### src/rtl/vga_scan_gen.sv
// rtl/vga_scan_gen.sv - VGA pixel scan generator with overlay-latency alignment
//
// Generates the raster coordinates consumed by the overlay renderers and
// drives the VGA pins from their 1-bit pixel result. Syncs and blanking are
// delayed by OVL_LAT clks so colour lands on the pixel it belongs to.
//
// Optional feature macro: VGA_BORDER_EN (forces the outermost visible ring
// of pixels to 8'hFF).
//
// Ports:
//   clk, rst_n            system clock, asynchronous active-low reset
//   col_addr_sig [10:0]   horizontal counter, 0..H_TOTAL-1
//   row_addr_sig [10:0]   vertical counter, 0..V_TOTAL-1
//   pix_en                one-clk strobe per pixel period
//   frame_start           one-clk pulse when the counters load (0,0)
//   overlay_c             OR of overlay bits, OVL_LAT clks after coordinates
//   fg_rgb / bg_rgb [7:0] RGB332 colour for overlay_c = 1 / 0
//   vga_r/g/b             colour pins (3/3/2 bits)
//   vga_hs, vga_vs        active-low syncs
module vga_scan_gen #(
   parameter int H_ACTIVE = 640,
   parameter int H_FP     = 16,
   parameter int H_SYNC   = 96,
   parameter int H_BP     = 48,
   parameter int V_ACTIVE = 480,
   parameter int V_FP     = 10,
   parameter int V_SYNC   = 2,
   parameter int V_BP     = 33,
   parameter int PIX_DIV  = 2,
   parameter int OVL_LAT  = 3
) (
   input  logic        clk,
   input  logic        rst_n,
   output logic [10:0] col_addr_sig,
   output logic [10:0] row_addr_sig,
   output logic        pix_en,
   output logic        frame_start,
   input  logic        overlay_c,
   input  logic [7:0]  fg_rgb,
   input  logic [7:0]  bg_rgb,
   output logic [2:0]  vga_r,
   output logic [2:0]  vga_g,
   output logic [1:0]  vga_b,
   output logic        vga_hs,
   output logic        vga_vs
);

   localparam int H_TOTAL = H_ACTIVE + H_FP + H_SYNC + H_BP;
   localparam int V_TOTAL = V_ACTIVE + V_FP + V_SYNC + V_BP;

   localparam logic [10:0] H_LAST = 11'(H_TOTAL - 1);
   localparam logic [10:0] V_LAST = 11'(V_TOTAL - 1);
   localparam logic [10:0] H_ACT  = 11'(H_ACTIVE);
   localparam logic [10:0] V_ACT  = 11'(V_ACTIVE);
   localparam logic [10:0] HS_BEG = 11'(H_ACTIVE + H_FP);
   localparam logic [10:0] HS_END = 11'(H_ACTIVE + H_FP + H_SYNC);
   localparam logic [10:0] VS_BEG = 11'(V_ACTIVE + V_FP);
   localparam logic [10:0] VS_END = 11'(V_ACTIVE + V_FP + V_SYNC);

   localparam int DIV_W = (PIX_DIV > 1) ? $clog2(PIX_DIV) : 1;
   localparam logic [DIV_W-1:0] DIV_LAST = DIV_W'(PIX_DIV - 1);

   // Delay-line word: bit0 hs, bit1 vs, bit2 active, bit3 border (optional).
`ifdef VGA_BORDER_EN
   localparam int DW = 4;
`else
   localparam int DW = 3;
`endif
   localparam logic [DW-1:0] DLY_RST = DW'(3);   // hs=1, vs=1, inactive

   logic [DIV_W-1:0] div_q, div_d;
   logic             pix_en_q;
   logic [10:0]      col_q, col_d;
   logic [10:0]      row_q, row_d;
   logic             fs_q, fs_d;
   logic [DW-1:0]    dly_q [OVL_LAT];
   logic [DW-1:0]    dly_in, dly_out;
   logic             hs_q, vs_q;
   logic [7:0]       rgb_q, rgb_d;
   logic             hs_raw, vs_raw, act_raw;

   always_comb begin
      div_d = (div_q == DIV_LAST) ? '0 : div_q + DIV_W'(1);
      col_d = col_q;
      row_d = row_q;
      fs_d  = 1'b0;
      if (pix_en_q) begin
         if (col_q == H_LAST) begin
            col_d = '0;
            if (row_q == V_LAST) begin
               row_d = '0;
               fs_d  = 1'b1;   // pulse coincides with the (0,0) load
            end else begin
               row_d = row_q + 11'd1;
            end
         end else begin
            col_d = col_q + 11'd1;
         end
      end
   end

   assign hs_raw  = !((col_q >= HS_BEG) && (col_q < HS_END));
   assign vs_raw  = !((row_q >= VS_BEG) && (row_q < VS_END));
   assign act_raw = (col_q < H_ACT) && (row_q < V_ACT);

`ifdef VGA_BORDER_EN
   logic brd_raw;
   assign brd_raw = act_raw && ((col_q == 11'd0) || (col_q == H_ACT - 11'd1) ||
                                (row_q == 11'd0) || (row_q == V_ACT - 11'd1));
   assign dly_in  = {brd_raw, act_raw, vs_raw, hs_raw};
`else
   assign dly_in  = {act_raw, vs_raw, hs_raw};
`endif

   assign dly_out = dly_q[OVL_LAT-1];

   always_comb begin
      rgb_d = 8'h00;
      if (dly_out[2]) begin
         rgb_d = overlay_c ? fg_rgb : bg_rgb;
`ifdef VGA_BORDER_EN
         if (dly_out[3]) begin
            rgb_d = 8'hFF;
         end
`endif
      end
   end

   always_ff @(posedge clk or negedge rst_n) begin
      if (!rst_n) begin
         div_q    <= '0;
         pix_en_q <= 1'b0;
         col_q    <= '0;
         row_q    <= '0;
         fs_q     <= 1'b0;
         hs_q     <= 1'b1;
         vs_q     <= 1'b1;
         rgb_q    <= 8'h00;
         for (int i = 0; i < OVL_LAT; i++) begin
            dly_q[i] <= DLY_RST;
         end
      end else begin
         div_q    <= div_d;
         pix_en_q <= (div_q == DIV_LAST);
         col_q    <= col_d;
         row_q    <= row_d;
         fs_q     <= fs_d;
         hs_q     <= dly_out[0];
         vs_q     <= dly_out[1];
         rgb_q    <= rgb_d;
         dly_q[0] <= dly_in;
         for (int i = 1; i < OVL_LAT; i++) begin
            dly_q[i] <= dly_q[i-1];
         end
      end
   end

   assign col_addr_sig = col_q;
   assign row_addr_sig = row_q;
   assign pix_en       = pix_en_q;
   assign frame_start  = fs_q;
   assign vga_hs       = hs_q;
   assign vga_vs       = vs_q;
   assign vga_r        = rgb_q[7:5];
   assign vga_g        = rgb_q[4:2];
   assign vga_b        = rgb_q[1:0];

endmodule
### config.mk
export PLATFORM = sky130hd
export DESIGN_NAME = vga_scan_gen
export DESIGN_NICKNAME = d
export VERILOG_FILES = /design/src/rtl/vga_scan_gen.sv
export SDC_FILE = /design/constraint.sdc
export NUM_CORES = 1
export LEC_CHECK = 0
export ABC_AREA = 0
export CAP_MARGIN = 10
export CORE_ASPECT_RATIO = 0.5
export CORE_MARGIN = 8
export CORE_UTILIZATION = 51
export CTS_CLUSTER_DIAMETER = 100
export CTS_CLUSTER_SIZE = 30
export DETAILED_ROUTE_END_ITERATION = 10
export GPL_ROUTABILITY_DRIVEN = 0
export PLACE_DENSITY = 0.89
export REMOVE_ABC_BUFFERS = 1
export SYNTH_ARGS = -nofsm -noshare
export SYNTH_HDL_FRONTEND = slang
export SYNTH_SLANG_ARGS = --single-unit
### constraint.sdc
create_clock -name clk -period 3.85 [get_ports clk]
set_clock_uncertainty 0.15 [all_clocks]
set_input_delay 0.77 -clock clk [delete_from_list [all_inputs] [get_ports clk]]
set_output_delay 0.77 -clock clk [all_outputs]
set_load 0.05 [all_outputs]
==> results_dict.tcl <==
set metrics [dict create \
    cp.required_ns 2.93 \
    dr.pass1.iters 5 \
    tritoncts.num_buffers 5 \
    utilization_pct 73.8 \
    relative_slew_slack_pct 37.5 \
    seq_area_frac_synth_pct 58.0 \
    critical_path.slowest_cell "sky130_fd_sc_hd__clkdlybuf4s50_1" \
    post_synth.cell_area_avg_um2 11.7 \
    synth_area_leaders "sky130_fd_sc_hd__dfrtp_1, sky130_fd_sc_hd__dfstp_2, sky130_fd_sc_hd__mux2i_1, sky130_fd_sc_hd__xnor2_1, sky130_fd_sc_hd__ha_1" \
    detail_route.wl_per_cell_um 15.2 \
    area_delta_synth_final_pct 35.4 \
    dr_total_vias 1409 \
    start_kind "flip-flop" \
    grt_pass1_wl_um 6690 \
    cts_hold_buffers 0 \
    worst_path_class_setup "reg2out" \
    num_antenna_cells 0 \
    final_design_area_no_fill_um2 2590 \
    timing.critical_path.cells "clkdlybuf4s50_1" \
    synth_largest_area_cell "sky130_fd_sc_hd__dfrtp_1" \
    final.setup.tns_ns 0 \
    crit_family "buffers and inverters" \
    postSynthRegisterBits 44 \
    netlist.area_leader.share_pct 47.1 \
    layout-drive-gt1-share_pct 11.8 \
    clk_root_buffer_cell "sky130_fd_sc_hd__clkbuf_8" \
    clock.fmax_mhz 393 \
    timing_worst_slew_pin_value_ns 0.937 \
    final-setup-viol-count 0 \
    crit_fanout 7 \
    initialDrtViolationCount 59 \
    power.leakage_nw 1.10 \
    design.portCount 53 \
    report.final.hold_viol_count 0 \
    grt_util_all_layers_pct 14.2 \
    chipWidth_um 103 \
    grt_pass1_vias 1384 \
    multi_input_comb_area_um2 753 \
    flip_flop_and_latch_area_um2 1110 \
    maxSlewViolCount 0 \
    fin_crit_sh_pct 66.0 \
    run_status "finished, final reports clean" \
    clock-sinks 44 \
    postSynthCellCount 163 \
    post-cts-setup-buffer-count 0 \
    yosysUniqueCellTypes 31 \
    detail-route-antenna-nets 0 \
    timing.critical_path.to_type "output pin" \
    placedInstanceArea_um2 2470 \
    grt.overflow.total 0 \
    tritoncts "yes" \
    synth.cell_area_um2 1910 \
    route.detailed.vias_per_inst 5.20 \
    post-dp-hpwl_um 3130 \
    cp_slowest_stage_delay_ns 0.85 \
    htree_num_levels 2 \
    grt_max_degree 45 \
    final_common_cell "sky130_fd_sc_hd__clkdlybuf4s50_1" \
    rsz_0062_raised_after_global_routing "no" \
    fin_crit_ns 2.54 \
    timing.max_cap.violations 0 \
    max-clock-path-buffers 2 \
    hold_class "reg2reg" \
    buffer_ports.inserted 52 \
    initial_utilization_pct 54.5 \
    clk_latency_ns 0.30 \
    layout.cells.non_filler 271 \
    numPlacedInstances 263 \
    layout.nets 243 \
    crit_buf_inv 1 \
    timing.critical_path.arrival_ns 1.62 \
    area_of_the_core_um2 3510 \
    layout_filler_cell_count 266 \
    cts.repair.resized 0 \
    die_area_um2 6090 \
    fp-row-count 15 \
    synthesis.yosys.warnings 0 \
    clk_pin_slew_ns 0.08 \
    die_height_um 59.3 \
    postRouteWirelength_um 4110 \
    mostFrequentLayoutCells "sky130_fd_sc_hd__clkdlybuf4s50_1, sky130_fd_sc_hd__dfrtp_1, sky130_fd_sc_hd__nand2_1" \
    pwr_density_cell_nw_per_um2 352 \
    ir_worst_vdd_v 0.000192 \
    remaining_routing_drc_violations 0 \
    antenna_found_initial 0 \
]
==> metrics by stage <==
| step | hold slack (ns) | worst slack, ns | power [mW] |
|---|---|---|---|
| floorplan | 0.181 | 1.84 | 0.511 |
| global placement | 0.185 | 1.63 | 0.553 |
| detailed placement | 0.191 | 1.60 | 0.555 |
| CTS | 0.200 | 1.29 | 0.924 |
| global route | 0.207 | 1.24 | 0.948 |
| finish | 0.199 | 1.31 | 0.913 |
==> synthesized netlist by cell type <==
cell type                       instances
sky130_fd_sc_hd__and2_2                 1
sky130_fd_sc_hd__dfrtp_1               36
sky130_fd_sc_hd__a31oi_1                2
sky130_fd_sc_hd__and3_2                 4
sky130_fd_sc_hd__nand4_1                7
sky130_fd_sc_hd__and3_1                 4
sky130_fd_sc_hd__nor2_1                 9
sky130_fd_sc_hd__dfstp_2                8
sky130_fd_sc_hd__nand4_2                1
sky130_fd_sc_hd__nand3_1                8
sky130_fd_sc_hd__nor4b_1                2
sky130_fd_sc_hd__mux2i_1               10
sky130_fd_sc_hd__ha_1                   5
sky130_fd_sc_hd__nand2b_1               1
sky130_fd_sc_hd__and4b_1                1
sky130_fd_sc_hd__dlygate4sd2_1          1
sky130_fd_sc_hd__o21ai_0                9
sky130_fd_sc_hd__xor2_1                 3
sky130_fd_sc_hd__xnor2_1               10
sky130_fd_sc_hd__nor3_1                 1
sky130_fd_sc_hd__and4_4                 2
sky130_fd_sc_hd__inv_1                  7
sky130_fd_sc_hd__nand3b_1               1
sky130_fd_sc_hd__buf_6                  1
sky130_fd_sc_hd__clkbuf_1               1
sky130_fd_sc_hd__o22ai_1                3
sky130_fd_sc_hd__nor2b_1                8
sky130_fd_sc_hd__nor3b_4                1
sky130_fd_sc_hd__a21oi_1                3
sky130_fd_sc_hd__nor4bb_1               1
sky130_fd_sc_hd__nand2_1               12
==> power breakdown <==
group          total (mW)  switching (mW)  internal [mW]
logic              0.0739          0.0426         0.0313
clock network       0.369           0.157          0.212
registers           0.470         0.00169          0.468
==> worst paths after layout <==
kind	startpoint	end	slack, ns	depth (start not counted)
setup / recovery	col_addr_sig[7]	col_addr_sig[7]	1.31	1
hold / removal	dly_q[6]	dly_q[3]	0.20	0
setup reg to reg	row_addr_sig[0]	row_addr_sig[9]	1.94	6
hold reg to reg	dly_q[6]	dly_q[3]	0.20	0
max in group asynchronous	rst_n	rgb_q[6]	2.51	1
min in group asynchronous	rst_n	col_addr_sig[4]	0.47	1
==> area by class of cell <==
type                       instances  area share [%]
clock buffer                       6            3.19
clock inverter                     2            1.50
inverter                           7            1.01
multi-input combinational        109            29.1
sequential                        44            42.9
tap                               51            2.46
timing repair buffer              52            19.9
==> cells by family after synthesis <==
| logic type | Yosys count | share of synthesized area (%) |
|---|---|---|
| compound gates | 17 | 4.77 |
| xor+xnor | 13 | 5.95 |
| fa+ha+maj | 5 | 3.27 |
| buf+inv | 10 | 2.61 |
| flops | 44 | 58.0 |
| mux | 10 | 5.23 |
| simple gates | 64 | 20.1 |
==> layer usage <==
metal | vias to the layer above | GRT usage, % | part of all wire, %
met2 | 57 | 23.9 | 49
met5 | - | 0 | 0
met4 | 0 | 4.55 | 0.66
met3 | 4 | 5.04 | 8.1
li1 | 674 | - | -
met1 | 674 | 16.8 | 42
==> flip-flops by register name, indices dropped and copies added (netlist names) <==
| register | flops |
|---|---|
| col_addr_sig | 11 |
| div_q | 1 |
| dly_out | 3 |
| dly_q | 6 |
| frame_start | 1 |
| pix_en | 1 |
| rgb_q | 8 |
| row_addr_sig | 11 |
| vga_hs | 1 |
| vga_vs | 1 |
No activity file was read; power rests on OpenSTA's default activity.
